File: config.mk
export PLATFORM = sky130hd
export DESIGN_NAME = branch_redirect_ctrl_flat
export DESIGN_NICKNAME = d
export VERILOG_FILES = /design/src/rtl/branch_redirect_ctrl_if.sv /design/src/rtl/branch_redirect_ctrl.sv /design/src/flat_wrapper.sv
export SDC_FILE = /design/constraint.sdc
export NUM_CORES = 1
export LEC_CHECK = 0
export BUFFER_PORTS_ARGS = -buffer_cell sky130_fd_sc_hd__buf_2
export CORE_MARGIN = 4
export CORE_UTILIZATION = 48
export CTS_BUF_LIST = sky130_fd_sc_hd__clkbuf_16
export CTS_CLUSTER_DIAMETER = 30
export DETAILED_ROUTE_END_ITERATION = 8
export GPL_ROUTABILITY_DRIVEN = 0
export PLACE_DENSITY = 0.77
export SKIP_CTS_REPAIR_TIMING = 1
export SLEW_MARGIN = 25
export SYNTH_ARGS = -nofsm -noshare
export SYNTH_HDL_FRONTEND = slang
export SYNTH_SLANG_ARGS = --single-unit
File: constraint.sdc
create_clock -name clk -period 3.6 [get_ports clk]
set_input_delay 0.72 -clock clk [delete_from_list [all_inputs] [get_ports clk]]
set_output_delay 0.72 -clock clk [all_outputs]
set_load 0.02 [all_outputs]
File: src/rtl/branch_redirect_ctrl_if.sv
`default_nettype none
// ============================================================================
// Module      : branch_redirect_ctrl_if
// Description : Branch/jump request, fetch handshake and redirect status
//               bundle between the execute-stage branch logic and fetch.
// Revision    : 1.0 - initial release
// ============================================================================
interface branch_redirect_ctrl_if #(
    parameter int CNT_W = 16
);
    logic             br_valid;
    logic             br_taken;
    logic [31:0]      br_pc;
    logic [15:0]      br_offset;
    logic             jmp_valid;
    logic [31:0]      jmp_pc;
    logic [25:0]      jmp_index;
    logic             stall_in;
    logic             imem_ack;
    logic [31:0]      pc;
    logic             fetch_req;
    logic             flush;
    logic             redirect_pend;
    logic [CNT_W-1:0] redirect_cnt;

    modport master (
        output br_valid, br_taken, br_pc, br_offset,
        output jmp_valid, jmp_pc, jmp_index,
        output stall_in, imem_ack,
        input  pc, fetch_req, flush, redirect_pend, redirect_cnt
    );

    modport slave (
        input  br_valid, br_taken, br_pc, br_offset,
        input  jmp_valid, jmp_pc, jmp_index,
        input  stall_in, imem_ack,
        output pc, fetch_req, flush, redirect_pend, redirect_cnt
    );
endinterface
`default_nettype wire

File: src/rtl/branch_redirect_ctrl.sv
`default_nettype none
// ============================================================================
// Module      : branch_redirect_ctrl
// Description : Owns the fetch PC; turns taken branches and jumps into a
//               one-cycle flush plus a redirect held until imem accepts.
// Revision    : 1.0 - initial release
// ============================================================================
module branch_redirect_ctrl #(
    parameter logic [31:0] RESET_PC = 32'h0000_0000,
    parameter int          CNT_W    = 16
) (
    input  wire                   clk,
    input  wire                   rst,
    branch_redirect_ctrl_if.slave bus
);

    typedef enum logic [0:0] {
        RUN   = 1'b0,
        REDIR = 1'b1
    } state_t;

    state_t           r_state;
    state_t           w_state_next;
    logic [31:0]      r_pc;
    logic [31:0]      r_tgt;
    logic             r_flush;
    logic [CNT_W-1:0] r_cnt;

    logic             w_redirect;
    logic [31:0]      w_br_tgt;
    logic [31:0]      w_jmp_pc4;
    logic [31:0]      w_jmp_tgt;
    logic [31:0]      w_target;
    logic             w_capture;
    logic             w_advance;
    logic             w_load;
    logic             w_unused_jmp;

    assign w_br_tgt  = bus.br_pc + 32'd4 + {{14{bus.br_offset[15]}}, bus.br_offset, 2'b00};
    assign w_jmp_pc4 = bus.jmp_pc + 32'd4;
    assign w_jmp_tgt = {w_jmp_pc4[31:28], bus.jmp_index, 2'b00};
    // Low bits of the jump's pc+4 only matter through the carry into [31:28].
    assign w_unused_jmp = ^w_jmp_pc4[27:0];

    // A taken branch is older than a same-cycle jump, so it wins.
    assign w_redirect = (bus.br_valid && bus.br_taken) || bus.jmp_valid;
    assign w_target   = (bus.br_valid && bus.br_taken) ? w_br_tgt : w_jmp_tgt;

    always_comb begin
        w_state_next = r_state;
        w_capture    = 1'b0;
        w_advance    = 1'b0;
        w_load       = 1'b0;
        case (r_state)
            RUN: begin
                if (w_redirect) begin
                    w_capture    = 1'b1;
                    w_state_next = REDIR;
                end else if (bus.imem_ack && !bus.stall_in) begin
                    w_advance = 1'b1;
                end
            end
            REDIR: begin
                if (bus.imem_ack) begin
                    w_load       = 1'b1;
                    w_state_next = RUN;
                end
            end
            default: w_state_next = RUN;
        endcase
    end

    always_ff @(posedge clk) begin
        if (rst) begin
            r_state <= RUN;
        end else begin
            r_state <= w_state_next;
        end
    end

    always_ff @(posedge clk) begin
        if (rst) begin
            r_pc    <= RESET_PC;
            r_tgt   <= 32'd0;
            r_flush <= 1'b0;
            r_cnt   <= '0;
        end else begin
            r_flush <= w_capture;
            if (w_capture) begin
                r_tgt <= w_target;
                if (r_cnt != {CNT_W{1'b1}}) begin
                    r_cnt <= r_cnt + CNT_W'(1);
                end
            end
            if (w_advance) begin
                r_pc <= r_pc + 32'd4;
            end else if (w_load) begin
                r_pc <= r_tgt;
            end
        end
    end

    assign bus.pc            = r_pc;
    assign bus.flush         = r_flush;
    assign bus.redirect_pend = (r_state == REDIR);
    assign bus.redirect_cnt  = r_cnt;
    // During a redirect the wrong-path fetch must complete even under stall.
    assign bus.fetch_req     = (r_state == REDIR) || !bus.stall_in;

endmodule
`default_nettype wire

File: src/flat_wrapper.sv
// flat-port wrapper written by rule: the top's interface ports become plain ports
module branch_redirect_ctrl_flat 
#(
    parameter logic [31:0] RESET_PC = 32'h0000_0000,
    parameter int          CNT_W    = 16
)
  (clk, rst, bus_br_valid, bus_br_taken, bus_br_pc, bus_br_offset, bus_jmp_valid, bus_jmp_pc, bus_jmp_index, bus_stall_in, bus_imem_ack, bus_pc, bus_fetch_req, bus_flush, bus_redirect_pend, bus_redirect_cnt);
  branch_redirect_ctrl_if #(.CNT_W(CNT_W)) bus_i ();
  input  wire clk;
  input  wire rst;
  input wire logic [$bits(bus_i.br_valid)-1:0] bus_br_valid;
  input wire logic [$bits(bus_i.br_taken)-1:0] bus_br_taken;
  input wire logic [$bits(bus_i.br_pc)-1:0] bus_br_pc;
  input wire logic [$bits(bus_i.br_offset)-1:0] bus_br_offset;
  input wire logic [$bits(bus_i.jmp_valid)-1:0] bus_jmp_valid;
  input wire logic [$bits(bus_i.jmp_pc)-1:0] bus_jmp_pc;
  input wire logic [$bits(bus_i.jmp_index)-1:0] bus_jmp_index;
  input wire logic [$bits(bus_i.stall_in)-1:0] bus_stall_in;
  input wire logic [$bits(bus_i.imem_ack)-1:0] bus_imem_ack;
  output wire logic [$bits(bus_i.pc)-1:0] bus_pc;
  output wire logic [$bits(bus_i.fetch_req)-1:0] bus_fetch_req;
  output wire logic [$bits(bus_i.flush)-1:0] bus_flush;
  output wire logic [$bits(bus_i.redirect_pend)-1:0] bus_redirect_pend;
  output wire logic [$bits(bus_i.redirect_cnt)-1:0] bus_redirect_cnt;
  assign bus_i.br_valid = bus_br_valid;
  assign bus_i.br_taken = bus_br_taken;
  assign bus_i.br_pc = bus_br_pc;
  assign bus_i.br_offset = bus_br_offset;
  assign bus_i.jmp_valid = bus_jmp_valid;
  assign bus_i.jmp_pc = bus_jmp_pc;
  assign bus_i.jmp_index = bus_jmp_index;
  assign bus_i.stall_in = bus_stall_in;
  assign bus_i.imem_ack = bus_imem_ack;
  assign bus_pc = bus_i.pc;
  assign bus_fetch_req = bus_i.fetch_req;
  assign bus_flush = bus_i.flush;
  assign bus_redirect_pend = bus_i.redirect_pend;
  assign bus_redirect_cnt = bus_i.redirect_cnt;
  branch_redirect_ctrl #(.RESET_PC(RESET_PC), .CNT_W(CNT_W)) u_core (.clk(clk), .rst(rst), .bus(bus_i));
endmodule
Word-level counts from Yosys, hierarchy flattened
Cells that the tools add are included.

storage, ports and cells
  flip-flop bits (word level) = 82
  logic and storage cells = 31
  output and inout port bits = 51
  input bits = 113

operators by class
  bitwise gates (word level) = 1
  equality and inequality tests = 1
  multiplexer cells = 12
  $add $sub $neg = 5
  reductions and logical operators = 7

operators by type and width
  operator               count
  $add 32x3->32 const B  3
  $mux 32                3
  $add 32x32->32         1
  $add 16x1->16 const B  1
  $ne 16x16->1 const B   1
  $mux 1                 8
  $logic_and 1x1->1      2
  $logic_or 1x1->1       2
  $pmux 1 s2             1
  $reduce_and 2->1       1
  $reduce_bool 2->1      1
  $logic_not 1->1        1
  $not 1->1              1

Depth between registers and ports, before layout
  depth in word-level cells = 6
  gate-level depth with buffers = 13
  mapped depth without buffers = 13

Worst setup path after synthesis
No wires, ideal clock.

  path kind = in2reg
  from = in bus_br_offset[1]
  to = reg u_core.r_tgt[25]
  stages = 11
  arrival time = 3291 ps
  required time = 3505 ps
  path buffers = 0
  library setup time = 95 ps
  path slack = 214 ps
  path through = ha_1 > ha_1 > fa_1 > a211oi_2 > o21ai_2 > o31ai_4 > o211ai_4 > a311oi_4 > o21ai_0 > xnor2_1 > a221oi_1

between the ends
  longest elaborated chain between the ends = 2

ends and longest elaborated chain
  element                 line                        text
  start: declaration      flat_wrapper.sv:14          input wire logic [$bits(bus_i.br_offset)-1:0] bus_br_offset;
  $add 32x32->32          branch_redirect_ctrl.sv:39  assign w_br_tgt = bus.br_pc + 32'd4 + {{14{bus.br_offset[15]}}, bus.br_offset, 2'b00};
  $mux 32                 branch_redirect_ctrl.sv:47  assign w_target = (bus.br_valid && bus.br_taken) ? w_br_tgt : w_jmp_tgt;
  end signal: assignment  branch_redirect_ctrl.sv:90  r_tgt <= w_target;
  end: declaration        branch_redirect_ctrl.sv:25  logic [31:0] r_tgt;

Every way passes these cells.
A chain may end at the register's enable or synchronous reset.

Worst setup path after layout
Ends and elaborated chain as after synthesis.

==> qor.csv <==
stage;metric;value;unit
drt;drt drc;0;
global_routing;Overall Global Routing Usage;21.7;%
logic_synthesis;Distinct cells, synth;61;
critical_path;Worst Setup Start Kind;input pin;
die;Core Rows;39;
logic_synthesis;syn nets;902;
die;Core Area;11600;um^2
logic_synthesis;ys async rst share;0;%
logic_synthesis;Avg Inst Size Synth;7.95;um^2
power;peak supply drop;216;uV
critical_path;r2r setup slk;1150;ps
sta;Final Hold Slack;458;ps
drt;mean routed wirelength per cell;15.1;um
clock_network;root buffer cell;clkbuf_16;
global_routing;first-pass GRT wire length;25900;um
logic_synthesis;most numerous cell in the Yosys netlist;nor2_1;
min_path;Hold Crit Depth;2;
sta;f_max;304;MHz
critical_path;required time of the worst setup path;3770;ps
logic_synthesis;Synth area leaders;dfxtp_1 (28%), ha_1 (13%), a21oi_1 (6.0%), nor2_1 (5.5%), nand2_1 (4.0%);
drt;vias;5861;
global_routing;initial antenna violation count;0;
cells_and_area;Layout Utilization;60.9;%
clock_network;Worst-path clk slew;60;ps
drt;Initial DRC Count;458;
critical_path;worst r2r path cells;8;
sta;Fin Setup TNS;0;ps
critical_path;cell mode on critical path;ha_1;
power;LEAKAGE;3.11;nW
critical_path;slowest stage delay, CP;420;ps
logic_synthesis;Post-synth EDFFs;0;
global_routing;largest net degree at the start of global routing;44;
status;run status;complete, no violations;
sta;Max Clock Skew;6.12;ps
sta;count of final max-slew check failures;0;
critical_path;crit end category;flop;
cells_and_area;Synth-to-Final Area Change;22.0;%
sta;Min Clock Period, post-route;3290;ps
sta;final setup fails;0;
cells_and_area;# fillers;1059;
placement;IO buf count;161;
die;Initial Utilization;49.9;%
logic_synthesis;Post-synth top flop;dfxtp_1;
drt;DR pass1 iterations;5;
critical_path;Setup CP Type;input pin to flop;
power;pwr/cell area;374;nW/um^2
drt;WL final;15600;um
critical_path;arrival time worst endpoint;3460;ps
cells_and_area;number of diodes;0;
logic_synthesis;Synth Register Bits;82;
drt;Antenna Nets Post-Route;0;
sta;endpoints failing hold;0;
sta;Slew @ Worst Pin;793;ps
cells_and_area;Nets;1055;
sta;Slew HR;47.1;%
critical_path;critical path's slowest cell;fa_1;
clock_network;H-tree depth;3;
die;IO Pins;164;
sta;final worst path period share;91.3;%
placement;hpwl dp;12100;um
logic_synthesis;Post-synth top cells;nor2_1 (85), dfxtp_1 (82), a21oi_1 (70);
clock_network;CTS tree;done;
drt;Vias per Instance;5.69;
logic_synthesis;Cell Area, Synth;5800;um^2
logic_synthesis;Synth top area share;28.3;%
global_routing;gr ovfl total;0;
logic_synthesis;top cell type by total area after synthesis;dfxtp_1;
die;Die ar.;13900;um^2
die;die height;118;um
power;overall power;2.65;mW
logic_synthesis;Cells after Synth;729;
logic_synthesis;register area share after synthesis;28.3;%
critical_path;CP Cell Sequence;buf_2 > ha_1 > ha_1 > fa_1 > a211oi_2 > o21ai_2 > o31ai_4 > o211ai_4 > a311oi_4 > o21ai_0 > xnor2_1 > a221oi_1;
job;Max-cap violations;0;
clock_network;clk_lat worst skew;330;ps
global_routing;number of global-route vias before repair;5365;
logic_synthesis;Synth Warn #;0;
sta;RSZ-0062 raised after global routing;false;
die;die span in x;118;um
clock_network;CTS Buf Count;9;
cells_and_area;share of layout cells above drive strength 1;24.1;%
critical_path;worst-path fanout max;5;
clock_network;Clock Path Buffers;2;
min_path;worst min path class;flop to flop;
clock_network;CTS sink cnt;82;
[area by class of cell]
type / instances / area [um^2] / share of cell area [%]
Timing Repair Buffer: 179 / 941 / 13.3
Tap cell: 143 / 179 / 2.53
Multi-Input combinational cell: 597 / 3970 / 56.1
Clock buffer: 9 / 225 / 3.19
Inverter: 13 / 48.8 / 0.690
Clock inverter: 7 / 70.1 / 0.991
Sequential cell: 82 / 1640 / 23.2
[registers in the layout (all words and copies together), names as in the netlist]
name / flops
u_core.bus.flush: 1
u_core.bus.redirect_pend: 1
u_core.bus.pc: 32
u_core.r_tgt: 32
u_core.bus.redirect_cnt: 16
[per-layer routing]
metal	part of all wire, %	vias to the layer above	GRT usage, %	wire length (um)
met5	0	-	0	0
met4	1.0	0	4.76	163
met3	5.8	16	2.59	902
met2	46	174	34.9	7100
met1	48	2651	31.1	7430
li1	-	3020	-	-
[path summary, 6_finish.rpt]
check,start,end
worst min register to register,u_core.bus.pc[1],u_core.bus.pc[1]
worst max-delay path,bus_br_offset[1],u_core.r_tgt[25]
worst min-delay path,u_core.bus.pc[1],u_core.bus.pc[1]
worst max register to register,u_core.bus.pc[2],u_core.bus.pc[30]
[worst max-delay path, delay by kind of cell]
family | cells | cell delay [ps]
adder cells (fa/ha/maj) | 3 | 950
buffers and inverters | 1 | 100
AO/OA/AOI/OAI | 7 | 1420
XOR/XNOR | 1 | 270
[kinds of logic after synthesis]
group | Yosys count | synth area share [%]
buffers and inverters | 50 | 3.32
adder cells (fa/ha/maj) | 60 | 13.1
AND/OR/NAND/NOR | 273 | 22.9
multiplexers | 6 | 1.14
XOR/XNOR | 38 | 5.74
AO/OA/AOI/OAI | 220 | 25.5
flip-flops | 82 | 28.3
[power by group]
| part | leakage [nW] | switching (mW) | total, mW | internal [mW] |
|---|---|---|---|---|
| Clock | 0.135 | 0.359 | 0.893 | 0.534 |
| Combinational | 2.31 | 0.411 | 0.736 | 0.325 |
| Sequential | 0.670 | 0.0538 | 1.02 | 0.962 |
[through the flow]
stage,area [um^2],worst slack (ps),cells
finish,7070,312,1030
global route,7070,156,1030
CTS,7070,328,1030
detailed placement,6780,-1.35,1014
global placement,6780,53.6,1014
floorplan,5800,214,729
[cells in the final DEF, fill, tap and decap left out, types with 7 or more instances in the layout]
cell,instances
buf_4,18
nand2_1,62
a311oi_1,8
buf_2,161
a21o_1,9
nand3_1,21
nor3_1,22
and3_1,14
inv_1,13
nand4_1,18
or3_1,10
xnor2_1,23
clkbuf_16,9
o211ai_1,10
a31oi_1,7
a221oi_1,12
nor2_1,84
a211oi_1,16
ha_1,59
a22oi_1,7
a21oi_1,70
o21ai_0,40
xor2_1,15
dfxtp_1,82
o22ai_1,7
nor4_1,9
Note: power is estimated with default switching activity, not from simulation.
